$ cat src/rtl/pipeline_pkg.sv
// Shared pipeline definitions: the decoder's packed control word and the
// bit positions of the fields the hazard logic inspects.
package pipeline_pkg;

  localparam int unsigned CTRL_W = 40;
  localparam int unsigned REG_W  = 5;

  localparam int unsigned CAD_LSB      = 26;
  localparam int unsigned GP_WE_BIT    = 25;
  localparam int unsigned MEM_RREN_BIT = 15;
  localparam int unsigned RS_LSB       = 10;
  localparam int unsigned RT_LSB       = 5;

  localparam logic [REG_W-1:0] REG_ZERO = 5'd0;

  typedef struct packed {
    logic [3:0]       af;
    logic             i;
    logic             alu_mux_sel;
    logic [2:0]       shift_type;
    logic [REG_W-1:0] cad;
    logic             gp_we;
    logic [1:0]       gp_mux_sel;
    logic [3:0]       bf;
    logic [1:0]       pc_mux_select;
    logic             mem_wren;
    logic             mem_rren;
    logic [REG_W-1:0] rs;
    logic [REG_W-1:0] rt;
    logic [REG_W-1:0] rd;
  } ctrl_t;

endpackage

$ cat src/rtl/load_use_detect.sv
// Combinational load-use compare between the load held in EX and the
// instruction waiting in ID.
module load_use_detect
  import pipeline_pkg::*;
(
  input  logic             ex_valid,
  input  logic             ex_gp_we,
  input  logic             ex_mem_rren,
  input  logic [REG_W-1:0] ex_cad,
  input  logic             id_valid,
  input  logic [REG_W-1:0] id_rs,
  input  logic [REG_W-1:0] id_rt,
  output logic             load_use
);

  // rt is compared even for instructions that do not read it; a spurious
  // bubble is cheaper than decoding operand usage here.
  always_comb begin
    load_use = ex_valid && ex_mem_rren && ex_gp_we && (ex_cad != REG_ZERO) &&
               id_valid && ((ex_cad == id_rs) || (ex_cad == id_rt));
  end

endmodule

$ cat src/rtl/id_ex_stage.sv
// ID/EX pipeline register with valid/ready handshake, EX-driven flush and
// load-use bubble insertion.
module id_ex_stage #(
  parameter int unsigned DATA_W = 32,
  parameter int unsigned CTRL_W = pipeline_pkg::CTRL_W,
  parameter int unsigned CNT_W  = 16
) (
  input  logic              clk,
  input  logic              rst_n,
  input  logic              in_valid,
  output logic              in_ready,
  input  logic [CTRL_W-1:0] in_ctrl,
  input  logic [DATA_W-1:0] in_rs_data,
  input  logic [DATA_W-1:0] in_rt_data,
  input  logic [DATA_W-1:0] in_imm,
  input  logic [DATA_W-1:0] in_pc,
  input  logic              flush,
  output logic              out_valid,
  input  logic              out_ready,
  output logic [CTRL_W-1:0] out_ctrl,
  output logic [DATA_W-1:0] out_rs_data,
  output logic [DATA_W-1:0] out_rt_data,
  output logic [DATA_W-1:0] out_imm,
  output logic [DATA_W-1:0] out_pc,
  output logic              hazard_stall,
  output logic [CNT_W-1:0]  bubble_count
);

  import pipeline_pkg::*;

  ctrl_t ctrl_q;
  logic  load_use;

  assign out_ctrl = ctrl_q;

  load_use_detect u_load_use_detect (
    .ex_valid    (out_valid),
    .ex_gp_we    (out_ctrl[GP_WE_BIT]),
    .ex_mem_rren (out_ctrl[MEM_RREN_BIT]),
    .ex_cad      (out_ctrl[CAD_LSB +: REG_W]),
    .id_valid    (in_valid),
    .id_rs       (in_ctrl[RS_LSB +: REG_W]),
    .id_rt       (in_ctrl[RT_LSB +: REG_W]),
    .load_use    (load_use)
  );

  always_comb begin
    hazard_stall = load_use && !flush;
    in_ready     = !flush && !load_use && (!out_valid || out_ready);
  end

  always_ff @(posedge clk) begin
    if (!rst_n) begin
      out_valid    <= 1'b0;
      ctrl_q       <= '0;
      out_rs_data  <= '0;
      out_rt_data  <= '0;
      out_imm      <= '0;
      out_pc       <= '0;
      bubble_count <= '0;
    end else if (flush) begin
      out_valid   <= 1'b0;
      ctrl_q      <= '0;
      out_rs_data <= '0;
      out_rt_data <= '0;
      out_imm     <= '0;
      out_pc      <= '0;
    end else if (out_valid && !out_ready) begin
      // EX is stalled: hold the payload, even with a load-use pending.
    end else if (load_use) begin
      out_valid   <= 1'b0;
      ctrl_q      <= '0;
      out_rs_data <= '0;
      out_rt_data <= '0;
      out_imm     <= '0;
      out_pc      <= '0;
      if (bubble_count != '1) begin
        bubble_count <= bubble_count + 1'b1;
      end
    end else begin
      out_valid   <= in_valid;
      ctrl_q      <= in_valid ? ctrl_t'(in_ctrl) : '0;
      out_rs_data <= in_valid ? in_rs_data : '0;
      out_rt_data <= in_valid ? in_rt_data : '0;
      out_imm     <= in_valid ? in_imm : '0;
      out_pc      <= in_valid ? in_pc : '0;
    end
  end

endmodule

$ cat config.mk
export PLATFORM = sky130hd
export DESIGN_NAME = id_ex_stage
export DESIGN_NICKNAME = d
export VERILOG_FILES = /design/src/rtl/pipeline_pkg.sv /design/src/rtl/load_use_detect.sv /design/src/rtl/id_ex_stage.sv
export SDC_FILE = /design/constraint.sdc
export NUM_CORES = 1
export LEC_CHECK = 0
export CAP_MARGIN = 10
export CORE_MARGIN = 3
export CORE_UTILIZATION = 25
export DETAILED_ROUTE_END_ITERATION = 10
export HOLD_SLACK_MARGIN = 0.12
export PLACE_DENSITY = 0.55
export SLEW_MARGIN = 20
export SYNTH_ARGS = -nofsm -noshare
export SYNTH_HDL_FRONTEND = slang
export SYNTH_HIERARCHICAL = 1
export SYNTH_SLANG_ARGS = --single-unit
$ cat constraint.sdc
create_clock -name clk -period 4.3 [get_ports clk]
set_clock_uncertainty 0.2 [all_clocks]
set_input_delay 0.43 -clock clk [delete_from_list [all_inputs] [get_ports clk]]
set_output_delay 0.43 -clock clk [all_outputs]
set_load 0.1 [all_outputs]
==> flow_metrics.env <==
export IMPL_synth_area_leaders="dfxtp_1, a22oi_1, nor2_1"
export IMPL_post_cts_buffers=0
export IMPL_firstDrtPassIters=5
export IMPL_tns_ps=0
export IMPL_ctsResizeCount=0
export IMPL_drt_initial_drc_count=418
export IMPL_die_y_um=169
export IMPL_seq_area_frac_synth_pct=56.1
export IMPL_h_tree_depth=4
export IMPL_syn_area_um2=6600
export IMPL_ys_types=41
export IMPL_startpoint_type="input pin"
export IMPL_arrival_ps=2740
export IMPL_ctsLongestPathBuffers=2
export IMPL_p_leak_nw=4.00
export IMPL_drive_above_1_share_pct=5.25
export IMPL_finalMaxSlewViolations=0
export IMPL_fmaxAchievable_mhz=297
export IMPL_track_usage_pct=16.1
export IMPL_areaGrowthSynthToFinish_pct=67.8
export IMPL_rows=58
export IMPL_vias=6407
export IMPL_grt_max_degree=91
export IMPL_io_pins=360
export IMPL_nNetsFinal=1191
export IMPL_grt_pass1_vias=6145
export IMPL_holdBufCountCts=0
export IMPL_clock_latency_ps=420
export IMPL_ys_warn_count=6
export IMPL_clk_pin_slew_ps=70
export IMPL_io_buffers=359
export IMPL_crit_path_start="in_ctrl[12]"
export IMPL_cts_sinks=185
export IMPL_p_per_area_nw_per_um2=373
export IMPL_dieArea_um2=28400
export IMPL_peakVddDrop_mv=0.237
export IMPL_whs_path_depth=2
export IMPL_die_w_um=169
export IMPL_dp_final_hpwl_um=17100
export IMPL_hold_viol_final=0
export IMPL_post_synth_top_area_fraction_pct=56.1
export IMPL_grt_pass1_wl_um=36600
export IMPL_topRoutingLayerUsed="met4"
export IMPL_place_gp_congestion=0.788
export IMPL_rsz0062_at_grt="false"
export IMPL_endpoint_kind="output pin"
export IMPL_vias_per_cell=4.71
export IMPL_required_ps=3670
export IMPL_wl_per_cell_um=17.7
export IMPL_initial_core_util_pct=25.9
export IMPL_rr_startpoint="out_ctrl[28]"
export IMPL_utilization_pct=43.4
export IMPL_setup_viol=0
export IMPL_route_detailed_drc=0
export IMPL_run_status="finished clean"
export IMPL_rr_worst_depth=8
export IMPL_cts_tree="yes"
export IMPL_max_slew_margin_rel_pct=28.3
export IMPL_path_max_fanout=7
export IMPL_routed_wl_met3_um=1310
export IMPL_final_min_clock_period_ps=3370
export IMPL_drt_met1_wl_um=9950
export IMPL_met2WireLength_um=12400
export IMPL_fin_crit_sh_pct=78.3
export IMPL_synth_cells=690
export IMPL_routed_wl_um=24000
export IMPL_synth_seq_cells=185
export IMPL_r2r_end="bubble_count[13]"
export IMPL_diodes=0
export IMPL_min_path_type="register to register"
export IMPL_antenna_found_initial=0
export IMPL_syn_area_per_cell_um2=9.57
export IMPL_detail_route_antenna_nets=0
export IMPL_syn_num_nets=864
export IMPL_min_to="out_rs_data[23]"
export IMPL_criticalPathCategory="input pin to output pin"
export IMPL_cts_buffers=17
export IMPL_worstMarginPinSlew_ps=1070
export IMPL_overflow=0
export IMPL_synth_largest_area_cell="dfxtp_1"
export IMPL_cts_root_buffer="clkbuf_16"
export IMPL_core_um2=25500
export IMPL_maxCapViolations=0
export IMPL_hold_start="out_rs_data[23]"
export IMPL_ff2ff_setup_slack_ps=1240
## through the flow
step / hold slack, ps / std cells / area [um^2] / setup WS (ps) / power, mW
final: 306 / 1359 / 11100 / 933 / 4.13
after global routing: 334 / 1359 / 11100 / 736 / 4.30
after CTS: 308 / 1359 / 11100 / 910 / 4.20
after detailed placement: 295 / 1328 / 10500 / 829 / 2.58
after global placement: 286 / 1328 / 10500 / 805 / 2.58
after floorplan: 378 / 690 / 6600 / 153 / 2.28
## area by class of cell
type                    instances  area, um^2
fillers                      2539       14500
flip-flops and latches        185        3700
repair buffers                367        3700
multi-input cells             444        2660
clock buffers                  18         439
well taps                     330         413
clock inverters                13         158
inverters                       2        7.51
## logic make-up after synthesis
kind of cell	share of synthesized area, %
compound gates	21.3
xor+xnor	1.33
fa+ha+maj	0.189
buf+inv	3.90
flops	56.1
mux	1.06
simple gates	16.1
## power by group
group	total, mW	switching (mW)	internal [mW]
combinational	0.753	0.486	0.267
sequential	1.78	0.0242	1.76
clock	1.60	0.753	0.843
total	4.13	1.26	2.87
## cells in the mapped netlist, drive strengths merged
library cell / n
nor2b: 2
nand2b: 10
a31oi: 1
clkbuf: 35
or3: 3
or2: 1
o31a: 1
a221oi: 1
o21ai: 4
xor2: 6
nand2: 13
ha: 1
a2111oi: 1
a211oi: 1
nor2: 171
dfxtp: 185
buf: 24
inv: 2
a22oi: 168
a21oi: 8
xnor2: 4
o211ai: 1
o31ai: 3
and3: 3
nand4: 5
and4: 2
o21a: 1
nor4: 7
nor4b: 1
mux2i: 7
nor3: 5
nand3: 11
or4: 2
## critical path, cell delays in order
cell and delay [ps]:
clkdlybuf4s50_1 440, xor2_1 160, nor3_1 220, nand3_1 120, a221oi_2 370, nor2b_1 580
buf_4 410
## how the worst max path moves through the flow
stage                     cells after the start  slack [ps]               end
after floorplan                               5         150          in_ready
after global placement                        9         810   bubble_count[8]
after detailed placement                      9         830  bubble_count[14]
after CTS                                     6         910      hazard_stall
after global routing                          6         740      hazard_stall
final                                         7         930      hazard_stall
## sequential cells by signal, summed over array words and instances, names as in the netlist
| register | flops |
|---|---|
| bubble_count | 16 |
| out_ctrl | 40 |
| out_rt_data | 32 |
| out_pc | 32 |
| out_rs_data | 32 |
| out_valid | 1 |
| out_imm | 32 |
## cells in the final DEF (no fill, tap or decap), drive strengths merged
| cell type | netlist | layout |
|---|---|---|
| a21oi | 8 | 8 |
| nand2b | 10 | 10 |
| a221oi | 1 | 1 |
| or3 | 3 | 3 |
| bufinv | 0 | 1 |
| buf | 24 | 10 |
| o211ai | 1 | 1 |
| o31a | 1 | 1 |
| xor2 | 6 | 6 |
| nor4 | 7 | 7 |
| a211oi | 1 | 1 |
| clkbuf | 35 | 18 |
| nand4 | 5 | 5 |
| o21ai | 4 | 4 |
| a31oi | 1 | 1 |
| nand3 | 11 | 11 |
| mux2i | 7 | 7 |
| o21a | 1 | 1 |
| nand2 | 13 | 13 |
| and4 | 2 | 2 |
| clkinv | 0 | 7 |
| nor3 | 5 | 5 |
| nor2 | 171 | 171 |
| o31ai | 3 | 3 |
| or2 | 1 | 1 |
| a22oi | 168 | 168 |
| inv | 2 | 7 |
| or4 | 2 | 2 |
| dfxtp | 185 | 185 |
| ha | 1 | 1 |
| clkdlybuf4s50 | 0 | 357 |
| a2111oi | 1 | 1 |
| xnor2 | 4 | 4 |
| nor2b | 2 | 2 |
| nor4b | 1 | 1 |
| and3 | 3 | 3 |
## routing by layer
layer / vias up / GRT usage [%]
met5: - / 0
met4: 0 / 4.23
met3: 21 / 4.27
met2: 169 / 28.1
met1: 3085 / 19.7
li1: 3132 / -
Power figures use the tool's default switching activity.
